$ cat src/rtl/msf_timekeeper.sv
// Running BCD time-of-day plus MSF sync state machine; qualifies decoded frames against the local clock.
// All outputs are registered with one cycle of latency; no backpressure, and every frame gets one accept or reject pulse.
module msf_timekeeper #(
    parameter int HOLDOVER_MINUTES = 60
) (
    input  logic       clk_i,
    input  logic       rst_i,
    input  logic       tick_1hz_i,
    input  logic       frame_valid_i,
    input  logic [1:0] frame_hour_h_i,
    input  logic [3:0] frame_hour_l_i,
    input  logic [2:0] frame_minute_h_i,
    input  logic [3:0] frame_minute_l_i,
    output logic [1:0] hour_h_o,
    output logic [3:0] hour_l_o,
    output logic [2:0] minute_h_o,
    output logic [3:0] minute_l_o,
    output logic [2:0] second_h_o,
    output logic [3:0] second_l_o,
    output logic [1:0] state_o,
    output logic       synced_o,
    output logic       frame_accept_o,
    output logic       frame_reject_o
);

    typedef enum logic [1:0] {
        ST_UNSYNCED  = 2'd0,
        ST_CANDIDATE = 2'd1,
        ST_SYNCED    = 2'd2,
        ST_HOLDOVER  = 2'd3
    } state_t;

    localparam logic [7:0] HOLD_LIMIT = 8'(HOLDOVER_MINUTES);

    state_t     state;
    logic [7:0] hold_cnt;
    logic       mismatch;

    // Running hh:mm advanced by one minute; shared by the tick carry and the expected-minute check.
    logic [1:0] nxm_hour_h;
    logic [3:0] nxm_hour_l;
    logic [2:0] nxm_min_h;
    logic [3:0] nxm_min_l;

    always_comb begin
        nxm_hour_h = hour_h_o;
        nxm_hour_l = hour_l_o;
        nxm_min_h  = minute_h_o;
        nxm_min_l  = minute_l_o;
        if (minute_l_o != 4'd9) begin
            nxm_min_l = minute_l_o + 4'd1;
        end else begin
            nxm_min_l = 4'd0;
            if (minute_h_o != 3'd5) begin
                nxm_min_h = minute_h_o + 3'd1;
            end else begin
                nxm_min_h = 3'd0;
                if (hour_h_o == 2'd2 && hour_l_o == 4'd3) begin
                    nxm_hour_h = 2'd0;
                    nxm_hour_l = 4'd0;
                end else if (hour_l_o == 4'd9) begin
                    nxm_hour_h = hour_h_o + 2'd1;
                    nxm_hour_l = 4'd0;
                end else begin
                    nxm_hour_l = hour_l_o + 4'd1;
                end
            end
        end
    end

    logic [12:0] frame_hm;
    logic        range_ok;
    logic        match;
    logic        load;
    logic        sec_carry;
    logic [7:0]  hold_next;

    assign frame_hm  = {frame_hour_h_i, frame_hour_l_i, frame_minute_h_i, frame_minute_l_i};
    assign range_ok  = (frame_hour_l_i <= 4'd9) && (frame_minute_l_i <= 4'd9) &&
                       (frame_minute_h_i <= 3'd5) &&
                       ((frame_hour_h_i < 2'd2) || (frame_hour_h_i == 2'd2 && frame_hour_l_i <= 4'd3));
    // A frame arriving in the second half of the minute is compared against the minute about to start.
    assign match     = (second_h_o >= 3'd3) ?
                       (frame_hm == {nxm_hour_h, nxm_hour_l, nxm_min_h, nxm_min_l}) :
                       (frame_hm == {hour_h_o, hour_l_o, minute_h_o, minute_l_o});
    assign load      = frame_valid_i && range_ok &&
                       (state == ST_UNSYNCED || state == ST_CANDIDATE || match || mismatch);
    assign sec_carry = (second_h_o == 3'd5) && (second_l_o == 4'd9);
    assign hold_next = (hold_cnt == 8'hFF) ? hold_cnt : hold_cnt + 8'd1;
    assign state_o   = state;

    always_ff @(posedge clk_i or posedge rst_i) begin
        if (rst_i) begin
            hour_h_o       <= '0;
            hour_l_o       <= '0;
            minute_h_o     <= '0;
            minute_l_o     <= '0;
            second_h_o     <= '0;
            second_l_o     <= '0;
            state          <= ST_UNSYNCED;
            synced_o       <= 1'b0;
            hold_cnt       <= '0;
            mismatch       <= 1'b0;
            frame_accept_o <= 1'b0;
            frame_reject_o <= 1'b0;
        end else begin
            frame_accept_o <= 1'b0;
            frame_reject_o <= 1'b0;

            if (load) begin
                hour_h_o   <= frame_hour_h_i;
                hour_l_o   <= frame_hour_l_i;
                minute_h_o <= frame_minute_h_i;
                minute_l_o <= frame_minute_l_i;
                second_h_o <= 3'd0;
                second_l_o <= 4'd0;
            end else if (tick_1hz_i) begin
                if (second_l_o != 4'd9) begin
                    second_l_o <= second_l_o + 4'd1;
                end else begin
                    second_l_o <= 4'd0;
                    if (second_h_o != 3'd5) begin
                        second_h_o <= second_h_o + 3'd1;
                    end else begin
                        second_h_o <= 3'd0;
                        hour_h_o   <= nxm_hour_h;
                        hour_l_o   <= nxm_hour_l;
                        minute_h_o <= nxm_min_h;
                        minute_l_o <= nxm_min_l;
                    end
                end
                if (sec_carry && state == ST_SYNCED) begin
                    hold_cnt <= hold_next;
                    if (hold_next >= HOLD_LIMIT) begin
                        state    <= ST_HOLDOVER;
                        synced_o <= 1'b0;
                    end
                end
            end

            // Frame decisions come last so a matching frame overrides a same-cycle holdover entry.
            if (frame_valid_i) begin
                if (!range_ok) begin
                    frame_reject_o <= 1'b1;
                end else if (!load) begin
                    frame_reject_o <= 1'b1;
                    mismatch       <= 1'b1;
                end else begin
                    frame_accept_o <= 1'b1;
                    case (state)
                        ST_UNSYNCED: begin
                            state    <= ST_CANDIDATE;
                            synced_o <= 1'b0;
                        end
                        ST_CANDIDATE: begin
                            if (match) begin
                                state    <= ST_SYNCED;
                                synced_o <= 1'b1;
                                hold_cnt <= '0;
                            end
                        end
                        default: begin
                            mismatch <= 1'b0;
                            if (match) begin
                                state    <= ST_SYNCED;
                                synced_o <= 1'b1;
                                hold_cnt <= '0;
                            end else begin
                                state    <= ST_CANDIDATE;
                                synced_o <= 1'b0;
                            end
                        end
                    endcase
                end
            end
        end
    end

endmodule

$ cat config.mk
export PLATFORM = sky130hd
export DESIGN_NAME = msf_timekeeper
export DESIGN_NICKNAME = d
export VERILOG_FILES = /design/src/rtl/msf_timekeeper.sv
export SDC_FILE = /design/constraint.sdc
export NUM_CORES = 1
export LEC_CHECK = 0
export BUFFER_PORTS_ARGS = -buffer_cell sky130_fd_sc_hd__buf_2
export CORE_ASPECT_RATIO = 1.25
export CORE_MARGIN = 2
export CORE_UTILIZATION = 62
export CTS_CLUSTER_SIZE = 40
export DETAILED_ROUTE_END_ITERATION = 10
export GPL_ROUTABILITY_DRIVEN = 0
export PLACE_DENSITY = 0.9
export SYNTH_ARGS = -nofsm -noshare
export SYNTH_HDL_FRONTEND = slang
export SYNTH_SLANG_ARGS = --single-unit
$ cat constraint.sdc
create_clock -name clk_i -period 7.1 [get_ports clk_i]
set_input_delay 1.42 -clock clk_i [delete_from_list [all_inputs] [get_ports clk_i]]
set_output_delay 1.42 -clock clk_i [all_outputs]
set_load 0.05 [all_outputs]
# Word level (Yosys, flattened, before mapping)
# Index checks and enable logic that the tools add are counted.
# word_totals
latch_bits	0
ram_bits	0
mem_bits_ro	0
elab_cells	135
inputBits	17
n_memories	0
regBits	34
# op_classes
add_sub_neg	7
multipliers	0
div_mod_pow	0
n_shift	0
n_reduce_logical	19
eq_ne	18
bitwise	0
order_cmp	7
n_mux	72
# ops
cell	count
$mux 8	9
$mux 4	16
$mux 2	17
$mux 3	10
$eq 13x13->1	2
$mux 1	18
$add 4x1->4 const B	3
$logic_and 1x1->1	9
$add 8x1->8 const B	1
$eq 4x4->1 const B	2
$eq 8x8->1 const B	1
$ge 8x6->1 const B	1
$le 4x4->1 const B	2
$ne 4x4->1 const B	2
$add 3x1->3 const B	2
$eq 2x2->1 const B	3
$ne 2x2->1 const B	3
$ne 3x3->1 const B	2
$reduce_and 3->1	2
$eq 4x2->1 const B	1
$le 4x2->1 const B	1
$logic_or 1x1->1	4
$pmux 2 s2	1
$eq 3x3->1 const B	1
other kinds (10)	10

# Logic depth before layout (Yosys ltp)
# Gate-level depths: netlist (run 1).
# logic_depth
word_depth	16
ltp_mapped	12
mapped_depth_nobuf	10

# Worst setup path after synthesis (run 1)
# Ideal clock, no wire load.
# synth_timing
path_kind	in2reg
start	input port frame_minute_h_i[0]
end	register hour_h_o[0]
required_time_ns	6.975
path_stages	9
path_buffers	1
t_arrival_ns	3.249
setup_slack_ns	3.726
cell_sequence	xnor2_1 > nand4_1 > o41ai_1 > o2111ai_1 > nor4b_4 > a21oi_4 > a21oi_4 > buf_12 > mux2_4
# synth_via
elab_chain_len	7
word_cells_on_any_way	15
cone_classes	1 x order compare; 4 x eq/ne; 2 x mux; 8 x reduce/logical
# synth_rtl
element	line_no	text
start: declaration	12	input logic [2:0] frame_minute_h_i,
$le 3x3->1 (tied with other cells)	80	(frame_minute_h_i <= 3'd5) &&
$logic_and 1x1->1 / $mux 1 (equally long branches)	79, 83	
$logic_and 1x1->1 / $logic_or 1x1->1 (equally long branches)	80, 87	
$logic_and 1x1->1 / $logic_or 1x1->1 (equally long branches)	86, 87	
$logic_and 1x1->1 (*)	86	assign load = frame_valid_i && range_ok &&
$ne 2x2->1 (no source line) / $reduce_bool 2->1 (equally long branches)	-	
$reduce_and 3->1 (no source line)	-	
end signal: assignment	111	hour_h_o <= frame_hour_h_i;
end signal: assignment	126	hour_h_o <= nxm_hour_h;
end: declaration	14	output logic [1:0] hour_h_o,
# Every way passes the cells marked *; elsewhere a longest branch is shown, timed or not.
# A chain may end at the register's enable or synchronous reset.

# Worst setup path after layout (run 1)
# layout_timing
start	register second_h_o[1]
end	register minute_h_o[1]
# layout_via
elab_chain_len	7
word_cells_on_any_way	11
cone_classes	1 x order compare; 3 x eq/ne; 2 x mux; 5 x reduce/logical
# layout_rtl
element	line_no	text
start: declaration	18	output logic [2:0] second_h_o,
start signal: assignment	123	second_h_o <= second_h_o + 3'd1;
$ge 3x2->1	83	assign match = (second_h_o >= 3'd3) ?
$mux 1	83	
$logic_or 1x1->1 (2 in a row)	87	(state == ST_UNSYNCED || state == ST_CANDIDATE || match || mismatch);
$logic_and 1x1->1	86	
$ne 2x2->1 (no source line) / $reduce_bool 2->1 (equally long branches)	-	
$reduce_and 3->1 (no source line)	-	
end signal: assignment	113	minute_h_o <= frame_minute_h_i;
end signal: assignment	128	minute_h_o <= nxm_min_h;
end: declaration	16	output logic [2:0] minute_h_o,
# Parallel ways exist; a longest one is shown, timed or not.

==> impl_summary.md, run 1 <==
Synthesis
sky130_fd_sc_hd__dfrtp_1 takes more of the synthesized area than any other cell. The async set or reset register ratio after synthesis is 100%. When the netlist entered floorplanning its net count stood at 350. In the synthesized netlist the dominant register cell turns out to be sky130_fd_sc_hd__dfrtp_1. The number of synthesized register bits is 34. Yosys attributes the largest share of cell area to sky130_fd_sc_hd__dfrtp_1 30%, sky130_fd_sc_hd__mux2_4 4.3%, sky130_fd_sc_hd__ha_1 4.0%, sky130_fd_sc_hd__nand2_1 3.9%, sky130_fd_sc_hd__mux2i_1 3.5%. The portion of the post-synthesis area used by sequential elements is a little under a third. In this run, distinct cell masters in the synthesized netlist total 63. In this run the mean area of a mapped cell was between 8 and 9 um2.

The share of the synthesized area in the top cell type is a little under a third. The number of flops mapped to enable cells by yosys is 0. The synthesized instance count is about 320. The commonest cells after synthesis are 34 x sky130_fd_sc_hd__dfrtp_1, 29 x sky130_fd_sc_hd__nand2_1, 25 x sky130_fd_sc_hd__inv_1, 25 x sky130_fd_sc_hd__nor2_1.

In this run the cell area of the synthesized design comes to ~0.0028 mm2. The number of synthesis warnings is 0. sky130_fd_sc_hd__dfrtp_1 is the most common cell in the netlist.

Final layout
The diode insertion count for antenna repair is 0. The synthesis-to-finish area growth is 10.5%. The storage element area is 851 um2.

In the final layout, the multi-input gates occupy between 0.0015 and 0.002 mm2. The final layout contains about 390 nets. The layout has approximately 370 filler cells. The proportion of layout cells with a drive suffix above 1 is approximately a fifth.

STA
The final critical path takes up 55.8% of the cycle. In the final timing run, aggregate negative setup slack is 0 ns. The total setup violations reported at the end of the flow is 0. The final critical path time including I/O delays and setup is roughly 4 ns. Setup repair after global routing left no endpoint under its margin.

The headroom to the max-slew limit is between 30% and 40%. The number of hold-slack violations in the final timing report is 0. At the pin with the least slew margin, the transition time is 0.928 ns.

The highest clock rate is between 0.2 and 0.3 GHz. The worst clock skew on the final layout is roughly 0.0049 ns. The max-slew violation count is 0.

Die
The number of I/O pins is 42. The floorplan has 27 rows. Measured along the y axis, the die boundary spans about 80 um. The floorplan die area is about 0.0051 mm2.

In this run the standard cell core region covers ~0.0044 mm2. The die is roughly 64 um wide. Once the floorplan was initialized, standard cells occupied between 60% and 70% of the core.

Clock network
The number of hold buffers added after CTS was 0. In this run the post-CTS setup repair buffer count came out at 0. The clock-pin slew on the worst setup and hold paths is around 0.07 ns. The clock tree from TritonCTS is built. In this run the deepest clock path goes through 2 buffers. Buffers inserted during clock tree synthesis total 5.

The H-tree was split into 2 levels. The number of sinks handled by clock tree synthesis is 34. The root buffer cell chosen for the clock tree is sky130_fd_sc_hd__clkbuf_8. Gates resized during post-CTS repair numbered 0. Clock latency on the worst-skew pair, taken at its later pin, is 0.29 ns.

Route
The pre-antenna-repair detailed-routing pass consisted of 5 iterations. The via count is 2600. For this block, the routed nets add up to ~6600 um of wire. The number of routed nets with antenna violations is 0. Using the TritonRoute via totals, the vias-per-cell ratio works out to about 6.2.

Dividing the detail-routed wire length by the instance count gives 15.7 um. The initial detailed-routing violation count is between 150 and 200. After detailed routing, the number of remaining DRC violations is 0.

Hold path
For hold timing, the worst endpoint is hold_cnt[0]. Counting instances, the worst hold path has a depth of 1. The worst hold path startpoint is hold_cnt[0]. The worst min-delay path category is flop to flop.

Power
The largest vdd supply drop is approximately 0.28 mV. The leakage power total is 1.43 nW. Dividing total power by cell area gives a power density of 267 mW/mm2. The total power is between 0.8 and 0.9 mW.

Setup path
The largest fanout on the critical path is 23. The launching point of the worst reg2reg path is second_h_o[1]. The cell occurring most often along the worst timing path is sky130_fd_sc_hd__a21oi_4. Across all register-to-register paths, the minimum setup slack is 3.14 ns.

The end of the worst register-to-register path is minute_h_o[1]. The launching element type of the critical path is a flop. Traced cell by cell, the critical path runs through and2_1, ha_1, a211oi_2, nor4_1, a211o_1, a31oi_1, nor4b_4, a21oi_4, a21oi_4, mux2_2. The delay of the slowest cell on the worst path is 0.73 ns. Grouping stages by cell kind, the critical path spends the most delay in compound AO/OA/AOI/OAI gates. For the worst setup path, the data arrival time is just over 4 ns. The critical path is of the flop to flop type. The required time of the worst setup path is 7.28 ns. The sum of buffers and inverters on the critical path is 0. The cell with the biggest individual delay on the critical path is sky130_fd_sc_hd__a21oi_4. The worst register-to-register path has a depth of 10. The worst setup path is captured at a flop.

GRT
The via count of the first global-routing pass was approximately 2500. The number of antenna violations at the first check in global routing is 0. The first-pass GRT wire length is about 11000 um. The largest net degree at the start of global routing is 35.

The residual overflow from global routing is 0. The global router's overall resource usage is roughly 28%.

Placement
Input and output buffers added on the ports amount to 41. The HPWL after detailed placement is roughly 4700 um.

Status
The run finished with clean final reports.

Flow run
Max-cap violations in this run came to 0.
## report_power, final
| group | internal, mW | switching, mW |
|---|---|---|
| clock network | 0.0779 | 0.0761 |
| registers | 0.228 | 0.0647 |
| logic | 0.131 | 0.254 |
## state kept, by name, summed over array words and instances (netlist names)
name and flops:
mismatch 1, second_h_o 3, hold_cnt 8, frame_reject_o 1, minute_h_o 3, minute_l_o 4
frame_accept_o 1, synced_o 1, state_o 2, hour_h_o 2, hour_l_o 4, second_l_o 4
## layout by cell type (no fill, tap or decap), drive strengths merged, types with 4 or more instances in the layout
master	Yosys	final
a21o	5	5
nor2	25	25
nand4	5	5
o211ai	4	4
nand3b	4	4
nand2	29	29
dfrtp	34	34
clkbuf	6	6
and3	4	4
ha	9	9
nand2b	5	5
buf	7	42
inv	25	25
a21oi	21	21
and2	4	4
nand3	10	10
a22oi	5	5
mux2	14	14
nor3	13	13
xor2	5	5
o21ai	19	19
mux2i	10	10
## per-layer routing
metal	wire, um	global-route usage (%)	up-vias
li1	-	-	1268
met4	210	14.0	0
met5	0	0	-
met1	2820	34.5	1223
met3	301	4.37	19
met2	3240	46.3	90
## kinds of logic (layout without fill, tap and decap cells)
logic type / after synthesis / count (layout) / share of synthesized area, %
simple gates: 120 / 120 / 24.2
flops: 34 / 34 / 30.1
xor+xnor: 8 / 8 / 2.48
fa+ha+maj: 9 / 9 / 3.99
mux: 24 / 24 / 10.2
compound gates: 91 / 91 / 22.7
buf+inv: 38 / 75 / 6.29
## how the worst max path moves through the flow
stage                        start            end  slack (ns)  cells past startpoint
2_1_floorplan  frame_minute_h_i[0]    hour_h_o[0]        3.73                      9
3_3_place_gp   frame_minute_h_i[0]  minute_l_o[3]        3.10                      9
3_5_place_dp   frame_minute_h_i[0]  minute_h_o[1]        3.00                      9
4_1_cts              second_h_o[1]  minute_h_o[1]        3.18                     10
5_1_grt              second_h_o[1]  minute_l_o[3]        2.86                     10
6_report             second_h_o[1]  minute_h_o[1]        3.14                     10
## stage by stage
stage               cell area, um2  instances  setup slack [ns]  hold WS (ns)  utilization, %
floorplan                     2820        324              3.73         0.494               -
global placement              3020        411              3.10         0.518            68.9
detailed placement            3020        411              3.00         0.529            68.9
CTS                           3120        419              3.18         0.540            71.0
global route                  3120        419              2.86         0.577            71.0
finish                        3120        419              3.14         0.537            71.0
## final cells by class
| class | count | area share, % |
|---|---|---|
| Sequential cell | 34 | 27.3 |
| Timing Repair Buffer | 42 | 6.82 |
| Clock buffer | 6 | 2.65 |
| Clock inverter | 2 | 0.401 |
| Inverter | 25 | 3.01 |
| Multi-Input combinational cell | 252 | 57.5 |
| Tap cell | 58 | 2.33 |
Note: power is estimated with default switching activity, not from simulation.
==> run 2: changes to the inputs <==
--- a/config.mk
+++ b/config.mk
@@ -8,11 +8,11 @@
 export BUFFER_PORTS_ARGS = -buffer_cell sky130_fd_sc_hd__buf_2
 export CORE_ASPECT_RATIO = 1.25
 export CORE_MARGIN = 2
-export CORE_UTILIZATION = 62
+export CORE_UTILIZATION = 58
 export CTS_CLUSTER_SIZE = 40
 export DETAILED_ROUTE_END_ITERATION = 10
 export GPL_ROUTABILITY_DRIVEN = 0
-export PLACE_DENSITY = 0.9
+export PLACE_DENSITY = 0.85
 export SYNTH_ARGS = -nofsm -noshare
 export SYNTH_HDL_FRONTEND = slang
 export SYNTH_SLANG_ARGS = --single-unit
==> constraint.sdc (replaced) <==
create_clock -name clk_i -period 3.9 [get_ports clk_i]
set_input_delay 0.78 -clock clk_i [delete_from_list [all_inputs] [get_ports clk_i]]
set_output_delay 0.78 -clock clk_i [all_outputs]
set_load 0.05 [all_outputs]
==> impl_summary.md, run 2 (same netlist as run 1, synthesis figures left out) <==
Status
The flow ran to the end, and the final reports show no timing, DRC or antenna violations.

STA
Setup repair after global routing left no endpoint under its margin. The actual slew at the worst max-slew pin came to 1.01 ns (+0.0854 ns). The worst hold-check slack is 0.548 ns (+0.0118 ns). The final critical path time including I/O delays and setup is 3.67 ns (-0.297 ns). The total setup violations reported at the end of the flow is 0 (unchanged). The worst clock skew on the final layout is 0.00630 ns (+0.00142 ns). The max-slew violation count is 0 (unchanged). The headroom to the max-slew limit is 32.4% (-5.7 points). The highest clock rate is 0.273 GHz (+8.1%).

The number of hold-slack violations in the final timing report is 0 (unchanged). The sum of negative setup slack came to 0 ns (unchanged). The final period utilization is 94.0% (+38 points).

Setup path
The worst path arrival time is 3.84 ns (-0.30 ns). The largest fanout on the critical path was 11 (-52%). STA classifies the critical path endpoint as a flop. The kind of critical path is flop to flop. The required time of the worst setup path is 4.08 ns (-3.20 ns).

The worst setup path is launched from a flop.

Clock network
Clock tree synthesis selected as its root buffer the cell sky130_fd_sc_hd__clkbuf_8. The number of buffers on the longest clock path is 2 (unchanged). The number of hold-repair buffers added at the cts stage is 0 (unchanged). TritonCTS built the clock tree. The count of buffers added by post-CTS timing repair for setup came to 0 (unchanged). The number of sinks handled by clock tree synthesis came to 34 (unchanged). The number of H-tree levels was 2 (unchanged). The number of buffers created by CTS came to 5 (unchanged). The clock insertion delay at the later pin of the skew report came to 0.29 ns (about the same). The number of gates resized after CTS came to 0 (unchanged). The clock-pin slew on the worst setup and hold paths came to 0.07 ns (about the same).

Power
The total power was 1.52 mW (+83%). The power density over the cells was 482 mW/mm2 (+81%). The largest vdd supply drop was 0.485 mV (+75%). The leakage power total was 1.45 nW (+1.8%).

GRT
The most congested layer reported by global routing is met2. The largest net degree at the start of global routing came to 27 (-23%). The first-pass GRT wire length is 11600 um (+3.7%). The residual overflow from global routing is 0 (unchanged). The met1 track demand over resource came to 33.9% (-0.54 points). The met3 demand-to-capacity share in global routing is 5.62% (+1.2 points).

The number of antenna violations at the first check in global routing was 0 (unchanged). The global router's overall resource usage is 27.6% (-0.066 points). The via count of the first global-routing pass is 2545 (+2.1%). The met2 capacity usage during global routing is 47.2% (+0.95 points).

Final layout
The post-layout utilization of the core is 67.3% (-3.7 points). The finished layout cell area was 0.00316 mm2 (+1.3%). The top cell types in the final layout, fill and taps aside, are 41 x sky130_fd_sc_hd__buf_2, 34 x sky130_fd_sc_hd__dfrtp_1, 29 x sky130_fd_sc_hd__nand2_1. The synthesis-to-finish area growth is 12.0%. The total number of nets in the final design is 390 (+1.0%). The number of flip-flops under the largest register name is 8 (unchanged).

The commonest non-fill, non-tap cell in the layout is sky130_fd_sc_hd__buf_2. More flip-flops sit in one register than any other, and that register is hold_cnt. The proportion of layout cells with a drive suffix above 1 is 20.5% (+0.60 points). The diode insertion count for antenna repair came to 0 (unchanged).

Route
The mean routed wirelength per cell came to 16.3 um (+3.9%). The remaining design rule violation count is 0 (unchanged). The via count is 2631 (+1.2%). The initial detailed-routing violation count was 291 (+48%).

The number of routed nets with antenna violations is 0 (unchanged). The sum of routed wire length over all layers is 6930 um (+5.4%). The ratio of routed vias to standard cells was 6.19 (-0.24%).

The number of iterations in the first detailed-routing pass is 5 (unchanged).

Die
The initial core utilization is 60.1% (-4.1 points). The site row count is 28 (+3.7%). The die boundary width is 66.4 um (+3.2%). The number of I/O pins is 42 (unchanged). The height of the die is 82.0 um (+3.2%). The total core area is 0.00469 mm2 (+6.9%). The floorplan die area came to 0.00544 mm2 (+6.5%).

Flow run
The number of maximum-capacitance violations is 0 (unchanged).

Placement
The count of input and output buffers is 41 (unchanged). The half-perimeter wire length after detailed placement came to 5080 um (+8.0%). The cell area after placement was 0.00307 mm2 (+1.5%).

Hold path
The worst hold path belongs to the class flop to flop.
[run 2: worst paths after layout]
path / cells after the start / from / slack, ns / to
worst max register to register: 11 / second_h_o[1] / 0.23 / minute_l_o[3]
worst min-delay path: 2 / synced_o / 0.55 / synced_o
worst min register to register: 2 / synced_o / 0.55 / synced_o
max in group asynchronous: 3 / rst_i / 2.47 / minute_h_o[1]
worst max-delay path: 11 / second_h_o[1] / 0.23 / minute_l_o[3]
min in group asynchronous: 2 / rst_i / 0.73 / hold_cnt[4]
[run 2: layout make-up]
type | instances | area (um2)
multi-input combinational | 252 | 1790
clock inverter | 1 | 5.00
tap | 60 | 75.1
inverter | 25 | 93.8
fill | 413 | 1530
timing repair buffer | 46 | 255
sequential | 34 | 851
clock buffer | 7 | 86.3
[run 2: routing by layer]
metal | share of wire, % | up-vias
li1 | - | 1271
met1 | 41 | 1258
met2 | 53 | 92
met3 | 5.3 | 10
met4 | 1.5 | 0
met5 | 0 | -
[run 2: through the flow]
step                      cells  setup WS, ns
after CTS                   425         0.272
after detailed placement    417         0.328
after floorplan             324         0.544
after global placement      417         0.454
final                       425         0.235
after global routing        425         0.110
[run 2: power breakdown]
| part | switching, mW | total [mW] | internal (mW) |
|---|---|---|---|
| Combinational | 0.477 | 0.721 | 0.244 |
| Sequential | 0.112 | 0.527 | 0.415 |
| Clock | 0.133 | 0.276 | 0.143 |
[run 2: critical path, stage by stage (launching register included)]
cell and delay (ns):
sky130_fd_sc_hd__dfrtp_1 0.45, sky130_fd_sc_hd__and2_1 0.20, sky130_fd_sc_hd__ha_1 0.20, sky130_fd_sc_hd__a211oi_2 0.65, sky130_fd_sc_hd__a31oi_1 0.12, sky130_fd_sc_hd__o32ai_1 0.23
sky130_fd_sc_hd__o2111ai_1 0.24, sky130_fd_sc_hd__nor4b_4 0.49, sky130_fd_sc_hd__a21oi_4 0.16, sky130_fd_sc_hd__a21oi_4 0.29, sky130_fd_sc_hd__buf_12 0.19, sky130_fd_sc_hd__mux2_2 0.33
==> run 3: changes to the inputs <==
--- a/config.mk
+++ b/config.mk
@@ -9,10 +9,10 @@
 export CORE_ASPECT_RATIO = 1.25
 export CORE_MARGIN = 2
 export CORE_UTILIZATION = 58
-export CTS_CLUSTER_SIZE = 40
+export CTS_CLUSTER_SIZE = 24
 export DETAILED_ROUTE_END_ITERATION = 10
 export GPL_ROUTABILITY_DRIVEN = 0
-export PLACE_DENSITY = 0.85
+export PLACE_DENSITY = 0.78
 export SYNTH_ARGS = -nofsm -noshare
 export SYNTH_HDL_FRONTEND = slang
 export SYNTH_SLANG_ARGS = --single-unit
==> impl_summary.md, run 3 (same netlist as run 1, synthesis figures left out) <==
Status
The flow ran to the end, and the final reports show no timing, DRC or antenna violations.

Setup path
The cell occurring most often along the worst timing path is sky130_fd_sc_hd__a21oi_4. The worst path arrival time was 3.82 ns (-0.02 ns). The sum of buffers and inverters on the critical path is 2 (+1).

STA classifies the critical path startpoint as a flop. The nature of the critical path endpoint is a flop. The end of the worst register-to-register path is hour_l_o[0].

The critical path goes through inv_1, ha_1, nand4b_4, or4_1, o22ai_1, xor2_1, nor4_4, a21oi_4, a21oi_4, buf_4, mux2_4. The largest fanout on the critical path is 10 (-1). The worst setup path is of the flop to flop kind. The required time of the worst setup path is 4.08 ns (about the same). The launching point of the worst reg2reg path is minute_l_o[1]. The register-to-register setup slack is 0.25 ns (+0.02 ns).

The number of cells traversed by the worst register-to-register path is 11 (unchanged). On the critical path the largest part of the delay comes from simple AND/OR/NAND/NOR gates. The delay of the slowest cell on the worst path is 0.54 ns (-0.11 ns).

Among all stages on the critical path, the largest delay is contributed by sky130_fd_sc_hd__or4_1.

STA
The final critical path time including I/O delays and setup was 3.65 ns (-0.0199 ns). The total setup violations reported at the end of the flow came to 0 (unchanged). The actual slew at the worst max-slew pin is 0.875 ns (-0.139 ns).

The number of hold-slack violations in the final timing report is 0 (unchanged). The worst hold-check slack is 0.537 ns (-0.0114 ns). The headroom to the max-slew limit is 41.6% (+9.3 points). Setup repair after global routing left no endpoint under its margin. The highest clock rate is 0.274 GHz (+0.55%). The sum of negative setup slack is 0 ns (unchanged).

The max-slew violation count is 0 (unchanged). The final period utilization is 93.5% (-0.51 points). The worst clock skew on the final layout is 0.00297 ns (-0.00333 ns).

Clock network
The number of buffers created by CTS came to 5 (unchanged). TritonCTS built the clock tree. The number of buffers on the longest clock path is 2 (unchanged). The tree is rooted in a sky130_fd_sc_hd__clkbuf_8. The clock-pin slew on the worst setup and hold paths is 0.07 ns (about the same).

The clock insertion delay at the later pin of the skew report is 0.29 ns (about the same). The number of sinks handled by clock tree synthesis was 34 (unchanged). The number of H-tree levels is 2 (unchanged).

Route
The number of iterations in the first detailed-routing pass is 5 (unchanged). The initial detailed-routing violation count is 178 (-39%). The remaining design rule violation count is 0 (unchanged). The mean routed wirelength per cell was 16.5 um (+0.98%). The met2 wire length is 3510 um (-3.6%). The via count is 2684 (+2.0%).

The ratio of routed vias to standard cells is 6.32 (+2.0%). The sum of routed wire length over all layers is 7000 um (+0.98%). The number of routed nets with antenna violations is 0 (unchanged). The highest metal layer carrying signal wires in the routed design is met4. The met3 wire length is 404 um (+10%). The routed length on met1 was 2940 um (+4.2%).

Final layout
The commonest non-fill, non-tap cell in the layout is sky130_fd_sc_hd__buf_2. The proportion of layout cells with a drive suffix above 1 is 21.1% (+0.55 points). The diode insertion count for antenna repair is 0 (unchanged).

More flip-flops sit in one register than any other, and that register is hold_cnt. The synthesis-to-finish area growth is 12.0% (unchanged). The total number of nets in the final design is 390 (unchanged).

The finished layout cell area is 0.00316 mm2 (unchanged). The library cells used most frequently in the layout, excluding fill and tap cells, are 41 x sky130_fd_sc_hd__buf_2, 34 x sky130_fd_sc_hd__dfrtp_1, 29 x sky130_fd_sc_hd__nand2_1. The number of flip-flops under the largest register name is 8 (unchanged).

Power
The largest vdd supply drop is 0.469 mV (-3.2%). The total power came to 1.53 mW (+0.28%). The power density over the cells is 483 mW/mm2 (+0.28%). The leakage power total is 1.45 nW (-0.21%).

Die
The number of I/O pins was 42 (unchanged). The die boundary width was 66.4 um (unchanged). The site row count is 28 (unchanged).

The floorplan die area came to 0.00544 mm2 (unchanged). The initial core utilization is 60.1% (unchanged). The height of the die was 82.0 um (unchanged). The total core area is 0.00469 mm2 (unchanged).

GRT
The via count of the first global-routing pass is 2548 (+0.12%). The largest net degree at the start of global routing is 35 (+30%). The global router's overall resource usage came to 28.5% (+0.88 points). The first-pass GRT wire length is 11900 um (+2.0%). The number of antenna violations at the first check in global routing was 0 (unchanged). The residual overflow from global routing is 0 (unchanged).

Hold path
The worst hold path begins at hold_cnt[0]. The cell count of the worst hold path was 1 (-1). The worst min-delay path category is flop to flop. The worst hold endpoint is hold_cnt[0].

Placement
The count of input and output buffers is 41 (unchanged). The cell area after placement is 0.00306 mm2 (-0.41%). The half-perimeter wire length after detailed placement is 5150 um (+1.2%).

Flow run
The number of maximum-capacitance violations is 0 (unchanged).
==> run 3: per-layer routing <==
layer / vias up / track usage, %
met4: 0 / 12.0
met5: - / 0
met1: 1278 / 34.7
li1: 1282 / -
met2: 109 / 49.0
met3: 15 / 5.34
==> run 3: per-stage QoR <==
| step | setup slack [ns] | util (%) | cells |
|---|---|---|---|
| final | 0.255 | 67.3 | 425 |
| after global routing | 0.00840 | 67.3 | 425 |
| after CTS | 0.128 | 67.1 | 425 |
| after detailed placement | 0.172 | 65.1 | 417 |
| after global placement | 0.315 | 65.1 | 417 |
| after floorplan | 0.544 | - | 324 |
==> run 3: area by class of cell <==
class | count | area (um2)
Clock buffer | 6 | 82.6
Inverter | 25 | 93.8
Timing Repair Buffer | 46 | 243
Sequential cell | 34 | 851
Clock inverter | 2 | 12.5
Tap cell | 60 | 75.1
Fill cell | 414 | 1530
Multi-Input combinational cell | 252 | 1800
==> run 3: repair_timing <==
item / CTS / global route
hold buffers: 0 / 0
setup endpoints to repair: 0 / 10
buffers inserted: 0 / 0
gates resized for setup: 0 / 2
==> run 3: power by group <==
part	internal [mW]	switching, mW
registers	0.415	0.115
clock network	0.142	0.138
logic	0.243	0.475
total	0.799	0.728
==> run 3: worst reg2reg max path, stage by stage (launching register included) <==
cell and delay (ns):
sky130_fd_sc_hd__dfrtp_1 0.46, sky130_fd_sc_hd__inv_1 0.10, sky130_fd_sc_hd__ha_1 0.33, sky130_fd_sc_hd__nand4b_4 0.22
sky130_fd_sc_hd__or4_1 0.54, sky130_fd_sc_hd__o22ai_1 0.18, sky130_fd_sc_hd__xor2_1 0.13, sky130_fd_sc_hd__nor4_4 0.44
sky130_fd_sc_hd__a21oi_4 0.16, sky130_fd_sc_hd__a21oi_4 0.40, sky130_fd_sc_hd__buf_4 0.26, sky130_fd_sc_hd__mux2_4 0.31
==> run 3: how the worst max path moves through the flow <==
stage / startpoint / to / slack (ns) / depth (start not counted)
detailed placement: second_h_o[1] / hour_l_o[0] / 0.17 / 11
CTS: second_h_o[1] / hour_l_o[0] / 0.13 / 11
global route: minute_l_o[1] / hour_h_o[0] / 0.008 / 11
floorplan: minute_l_o[0] / hour_h_o[0] / 0.54 / 10
finish: minute_l_o[1] / hour_l_o[0] / 0.25 / 11
global placement: second_h_o[1] / hour_l_o[2] / 0.32 / 11
